==> src/rtl/pc_update_ctrl_if.sv <==
// pc_update_ctrl_if: controller strobes, redirect operands and PC/status outputs of pc_update_ctrl.
interface pc_update_ctrl_if;
    logic [31:0] pc4_i;
    logic        fetch_en;
    logic        br_en;
    logic [1:0]  npc_op;
    logic        cond_i;
    logic [15:0] imm16;
    logic [25:0] imm26;
    logic [31:0] rs_data;
    logic [31:0] pc_o;
    logic [31:0] link_o;
    logic        redirect_o;
    logic        misalign_o;
    logic        proto_err_o;
    modport slave (
        input  pc4_i, fetch_en, br_en, npc_op, cond_i, imm16, imm26, rs_data,
        output pc_o, link_o, redirect_o, misalign_o, proto_err_o
    );
    modport master (
        output pc4_i, fetch_en, br_en, npc_op, cond_i, imm16, imm26, rs_data,
        input  pc_o, link_o, redirect_o, misalign_o, proto_err_o
    );
endinterface

==> src/rtl/pc_update_ctrl.sv <==
// pc_update_ctrl: registered PC with sequential fetch and one-cycle branch/jump/jr redirect.
module pc_update_ctrl #(
    parameter logic [31:0] RESET_PC = 32'h0000_3000
) (
    input logic              clk,
    input logic              reset,
    pc_update_ctrl_if.slave  bus
);
    typedef enum logic [1:0] {READY, IN_FLIGHT, ERR} state_t;
    state_t      r_state, w_nstate;
    logic [31:0] r_pc, r_link, w_pc, w_link;
    logic        r_redir, r_mis, r_perr, w_redir, w_mis, w_perr;
    logic [31:0] w_br_tgt, w_j_tgt, w_tgt;
    logic        w_take, w_bad;
    // Redirect targets are based on link_o, the PC+4 of the instruction in flight.
    assign w_br_tgt = r_link + {{14{bus.imm16[15]}}, bus.imm16, 2'b00};
    assign w_j_tgt  = {r_link[31:28], bus.imm26, 2'b00};
    assign w_tgt    = bus.npc_op == 2'b01 ? w_br_tgt : bus.npc_op == 2'b10 ? w_j_tgt : bus.rs_data;
    assign w_bad    = bus.npc_op == 2'b11 && bus.rs_data[1:0] != 2'b00;
    assign w_take   = bus.npc_op == 2'b10 || (bus.npc_op == 2'b11 && !w_bad)
                   || (bus.npc_op == 2'b01 && bus.cond_i);
    always_comb begin
        w_nstate = r_state;
        w_pc     = r_pc;
        w_link   = r_link;
        w_redir  = 1'b0;
        w_mis    = r_mis;
        w_perr   = r_perr;
        case (r_state)
            READY: begin
                if (bus.br_en) begin
                    w_perr = 1'b1;
                end else if (bus.fetch_en) begin
                    w_pc     = bus.pc4_i;
                    w_link   = bus.pc4_i;
                    w_nstate = IN_FLIGHT;
                end
            end
            IN_FLIGHT: begin
                if (bus.br_en) begin
                    w_perr   = r_perr | bus.fetch_en;
                    w_nstate = w_bad ? ERR : READY;
                    w_mis    = r_mis | w_bad;
                    w_pc     = w_take ? w_tgt : r_pc;
                    w_redir  = w_take;
                end else if (bus.fetch_en) begin
                    w_pc   = bus.pc4_i;
                    w_link = bus.pc4_i;
                end
            end
            default: ;
        endcase
    end
    always_ff @(posedge clk) begin
        if (reset) begin
            r_state <= READY;
            r_pc    <= RESET_PC;
            r_link  <= RESET_PC + 32'd4;
            r_redir <= 1'b0;
            r_mis   <= 1'b0;
            r_perr  <= 1'b0;
        end else begin
            r_state <= w_nstate;
            r_pc    <= w_pc;
            r_link  <= w_link;
            r_redir <= w_redir;
            r_mis   <= w_mis;
            r_perr  <= w_perr;
        end
    end
    assign bus.pc_o        = r_pc;
    assign bus.link_o      = r_link;
    assign bus.redirect_o  = r_redir;
    assign bus.misalign_o  = r_mis;
    assign bus.proto_err_o = r_perr;
endmodule
==> src/flat_wrapper.sv <==
// flat-port wrapper written by rule: the top's interface ports become plain ports
module pc_update_ctrl_flat 
#(
    parameter logic [31:0] RESET_PC = 32'h0000_3000
)
  (clk, reset, bus_pc4_i, bus_fetch_en, bus_br_en, bus_npc_op, bus_cond_i, bus_imm16, bus_imm26, bus_rs_data, bus_pc_o, bus_link_o, bus_redirect_o, bus_misalign_o, bus_proto_err_o);
  pc_update_ctrl_if bus_i ();
  input logic clk;
  input logic reset;
  input wire logic [$bits(bus_i.pc4_i)-1:0] bus_pc4_i;
  input wire logic [$bits(bus_i.fetch_en)-1:0] bus_fetch_en;
  input wire logic [$bits(bus_i.br_en)-1:0] bus_br_en;
  input wire logic [$bits(bus_i.npc_op)-1:0] bus_npc_op;
  input wire logic [$bits(bus_i.cond_i)-1:0] bus_cond_i;
  input wire logic [$bits(bus_i.imm16)-1:0] bus_imm16;
  input wire logic [$bits(bus_i.imm26)-1:0] bus_imm26;
  input wire logic [$bits(bus_i.rs_data)-1:0] bus_rs_data;
  output wire logic [$bits(bus_i.pc_o)-1:0] bus_pc_o;
  output wire logic [$bits(bus_i.link_o)-1:0] bus_link_o;
  output wire logic [$bits(bus_i.redirect_o)-1:0] bus_redirect_o;
  output wire logic [$bits(bus_i.misalign_o)-1:0] bus_misalign_o;
  output wire logic [$bits(bus_i.proto_err_o)-1:0] bus_proto_err_o;
  assign bus_i.pc4_i = bus_pc4_i;
  assign bus_i.fetch_en = bus_fetch_en;
  assign bus_i.br_en = bus_br_en;
  assign bus_i.npc_op = bus_npc_op;
  assign bus_i.cond_i = bus_cond_i;
  assign bus_i.imm16 = bus_imm16;
  assign bus_i.imm26 = bus_imm26;
  assign bus_i.rs_data = bus_rs_data;
  assign bus_pc_o = bus_i.pc_o;
  assign bus_link_o = bus_i.link_o;
  assign bus_redirect_o = bus_i.redirect_o;
  assign bus_misalign_o = bus_i.misalign_o;
  assign bus_proto_err_o = bus_i.proto_err_o;
  pc_update_ctrl #(.RESET_PC(RESET_PC)) u_core (.clk(clk), .reset(reset), .bus(bus_i));
endmodule
==> config.mk <==
export PLATFORM = sky130hd
export DESIGN_NAME = pc_update_ctrl_flat
export DESIGN_NICKNAME = d
export VERILOG_FILES = /design/src/rtl/pc_update_ctrl_if.sv /design/src/rtl/pc_update_ctrl.sv /design/src/flat_wrapper.sv
export SDC_FILE = /design/constraint.sdc
export NUM_CORES = 1
export LEC_CHECK = 0
export CAP_MARGIN = 20
export CORE_ASPECT_RATIO = 1.25
export CORE_MARGIN = 2
export CORE_UTILIZATION = 65
export CTS_BUF_LIST = sky130_fd_sc_hd__clkbuf_16
export DETAILED_ROUTE_END_ITERATION = 6
export DONT_BUFFER_PORTS = 1
export GPL_TIMING_DRIVEN = 0
export PLACE_DENSITY = 0.9
export SLEW_MARGIN = 20
export SYNTH_ARGS = -nofsm -noshare
export SYNTH_HDL_FRONTEND = slang
export SYNTH_SLANG_ARGS = --single-unit
==> constraint.sdc <==
create_clock -name clk -period 2.86 [get_ports clk]
set_input_delay 0.286 -clock clk [delete_from_list [all_inputs] [get_ports clk]]
set_output_delay 0.286 -clock clk [all_outputs]
set_load 0.02 [all_outputs]
==> metrics.md <==
| Metric | Value |
|---|---|
| Skew-Pair Late Insertion Delay | around 0.34 ns |
| Die H | around 100 µm |
| R2R depth | 9 |
| Die area | 8740 µm² |
| Slew Viols, Final | 0 |
| # DRC | 0 |
| Arr. time, crit path | ~3.0 ns |
| GRT Util Overall | between 40 and 50% |
| Fmax | 359.4 MHz |
| Yosys warning count | 0 |
| Num CTS Buffers | 9 |
| Sequential area share after synthesis | 26.55% |
| DRT Pass-1 Iters | 5 |
| Crit Path Max Fanout | 4 |
| Final Setup Violations | 0 |
| Via Count | 5744 |
| Reg2Reg Setup Slack | ~0.078 ns |
| Worst Hold Depth | 2 |
| Register bit total from synthesis | 69 |
| Overflow after GRT | 0 |
| Post-route clock period utilization | 97.29% |
| Hold Fails Final Rpt | 0 |
| Largest net degree at the start of global routing | 16 |
| Post-synthesis xor/xnor area fraction | 3.704% |
| Power Density | 503.5 nW/µm² |
| Global-route wire length before repair | approximately 30 mm |
| Largest family of logic cells by synthesized area | compound AO/OA/AOI/OAI gates |
| Adder-cell share of the synthesized area | between 7 and 8% |
| Initial detailed-routing violation count | 594 |
| Max_cap viols | 0 |
| Die Wd | 84.02 µm |
| Layout cell share with drive strength beyond 1 | 9.632% |
| Post-synthesis simple-gate area fraction | 20.01% |
| # nets final | 845 |
| Layout Skew | 0.004548 ns |
| Synth top area share | 26.55% |
| Hold-fix buffer count after cts | 0 |
| Total clock sinks | 69 |
| Max Root-Sink Buffers | 2 |
| Post-Syn Instances | approximately 690 |
| CP Capture Type | register |
| CTS tree | done |
| RePlAce Congestion | 0.9652 |
| Slew margin rel. | just over 50% |
| Core ar. | about 7800 µm² |
| CTS root buf | clkbuf_16 |
| Clk slew on worst S/H paths | 0.06 ns |
| RR Endpoint | u_core.bus.pc_o[31]$_SDFFE_PP0P_ |
| Initial antenna violation count | 0 |
| Detailed placement HPWL | 14.36 mm |
| Antenna-violating nets left | 0 |
| Endpoint, Worst Hold | u_core.bus.link_o[7]$_SDFFE_PP0P_ |
| Hold WS | around 0.074 ns |
| Syn avg cell area | 7.529 µm² |
| IO Count | 180 |
| Vias in the first global route | 5513 |
| CP startpoint kind | register |
| Compound-Gate Fraction of Synth Area | 31.10% |
| Fin cells | 801 |
| Area growth, synth to finish | 7.888% |
| # fillers | 640 |
| Mux contribution to synthesized area | 6.806% |
| Unrepaired setup endpoints after global routing | false |
| Htree depth | 3 |
| Post-placement cell count | 786 |
| Worst Path Required | 3.09 ns |
| Lkg Pwr | 2.200 nW |
| Post-synth top flop | dfxtp_1 |
| Top post-synthesis cells by area | dfxtp_1 27%, a21oi_1 8.3%, nand2_1 8.1%, ha_1 7.0%, o21ai_0 4.9% |
| Row Count | 36 |
| Worst R2R Start | u_core.bus.link_o[3]$_SDFFE_PP0P_ |
| Diodes inserted | 0 |
| DR vias/cell | 7.171 |
| Initial Util | around 67% |
| Area of the mapped netlist | 5202 µm² |
| Minimum clock period | 2.782 ns |
| Post-synth EDFFs | 0 |
| Setup TNS | 0 ns |
| Hold Path Class | input port to register |
| Detailed Route WL | 19.12 mm |
| Avg WL per Cell | between 20 and 25 µm |
| Worst slew pin tran | between 0.7 and 0.8 ns |
| Hold_sp | bus_pc4_i[7] |
| Worst vdd ir | 0.3812 mV |
| Top cells by count, synth | 112 x nand2_1, 86 x a21oi_1, 69 x dfxtp_1 |
| Count leader, synth | nand2_1 |
| Port bufs | 0 |
| Synth async-reset ratio | 0% |
| Syn nets | 834 |
| Status | finished, final reports clean |
| Critical path type | register to register |
| Library cells used by synthesis | 70 |
| Largest area contributor in the netlist | dfxtp_1 |
==> cells by family after synthesis <==
kind of cell,after synthesis
compound gates,248
xor+xnor,22
fa+ha+maj,30
buf+inv,57
flops,69
mux,34
simple gates,231
==> state kept, by name, summed over array words and instances (netlist names) <==
| signal | flops |
|---|---|
| u_core.bus.misalign_o | 1 |
| u_core.bus.pc_o | 32 |
| u_core.r_state | 2 |
| u_core.bus.link_o | 32 |
| u_core.bus.redirect_o | 1 |
| u_core.bus.proto_err_o | 1 |
==> worst max path at each step <==
stage	startpoint	endpoint	slack [ns]	cells after the start
3_3_place_gp	u_core.bus.link_o[2]$_SDFFE_PP1P_	u_core.bus.pc_o[26]$_SDFFE_PP0P_	-0.10	10
6_report	u_core.bus.link_o[3]$_SDFFE_PP0P_	u_core.bus.pc_o[31]$_SDFFE_PP0P_	0.08	9
4_1_cts	u_core.bus.link_o[2]$_SDFFE_PP1P_	u_core.bus.pc_o[26]$_SDFFE_PP0P_	0.07	10
3_5_place_dp	u_core.bus.link_o[2]$_SDFFE_PP1P_	u_core.bus.pc_o[26]$_SDFFE_PP0P_	-0.15	10
2_1_floorplan	u_core.bus.link_o[2]$_SDFFE_PP1P_	u_core.bus.pc_o[20]$_SDFFE_PP0P_	0.38	10
5_1_grt	u_core.bus.link_o[3]$_SDFFE_PP0P_	u_core.bus.pc_o[27]$_SDFFE_PP0P_	0.02	9
==> worst max-delay path, cell delays in order (launching register included) <==
cell     delay, ns
dfxtp_1       0.52
ha_1          0.31
a211o_1       0.26
a21oi_1       0.29
nor2_2        0.11
nor2_1        0.34
o41ai_4       0.15
a21oi_1       0.33
o21ai_0       0.19
o311a_1       0.15
==> power breakdown <==
part / switching, mW / total, mW / internal [mW]
Clock: 0.429 / 0.994 / 0.565
Sequential: 0.137 / 1.16 / 1.03
Combinational: 0.414 / 0.670 / 0.256
==> per-stage QoR <==
step	cell area (µm²)	util [%]	setup WS [ns]	total power [mW]
floorplan	5202	-	0.3824	1.647
global placement	5321	68.29	-0.1027	1.796
detailed placement	5321	68.29	-0.1530	1.815
CTS	5603	71.90	0.06762	2.782
global route	5613	72.03	0.02271	2.907
finish	5613	72.03	0.07752	2.826
==> layout by cell type, fill, tap and decap left out, types with 8 or more instances in the layout <==
cell type    n
clkbuf_16    9
dfxtp_1     69
mux2_2      11
a211oi_1    12
xnor2_1     12
mux2i_1     23
a21oi_1     85
o21ai_0     51
ha_1        29
o22ai_1     12
a21o_1       8
xor2_1      10
o221a_2      9
inv_1       15
nor3_1      10
nand3_1     10
buf_2        8
nand2_1    112
o221ai_1     9
nor2_1      57
clkbuf_1    29
==> layout make-up <==
type | instances | area [µm²] | area share (%)
inverter | 14 | 52.55 | 0.9362
clock inverter | 6 | 23.77 | 0.4235
multi-input combinational | 565 | 3631 | 64.69
clock buffer | 9 | 225.2 | 4.012
sequential | 69 | 1381 | 24.61
buffer | 43 | 180.2 | 3.210
tap | 95 | 118.9 | 2.118
==> metal layers <==
| metal | GRT usage (%) | vias up | wire [µm] |
|---|---|---|---|
| met5 | 0 | - | 0 |
| met4 | 24.19 | 0 | 1256 |
| met3 | 13.33 | 107 | 2191 |
| met2 | 69.90 | 431 | 8901 |
| met1 | 48.63 | 2658 | 6769 |
| li1 | - | 2548 | - |
==> what timing repair did <==
item | CTS | global route
pin swaps | 2 | 2
hold endpoints to repair | 0 | 0
endpoints found under the setup margin | 6 | 3
gates resized for setup | 7 | 3
buffers inserted | 0 | 0
Power figures use the tool's default switching activity.
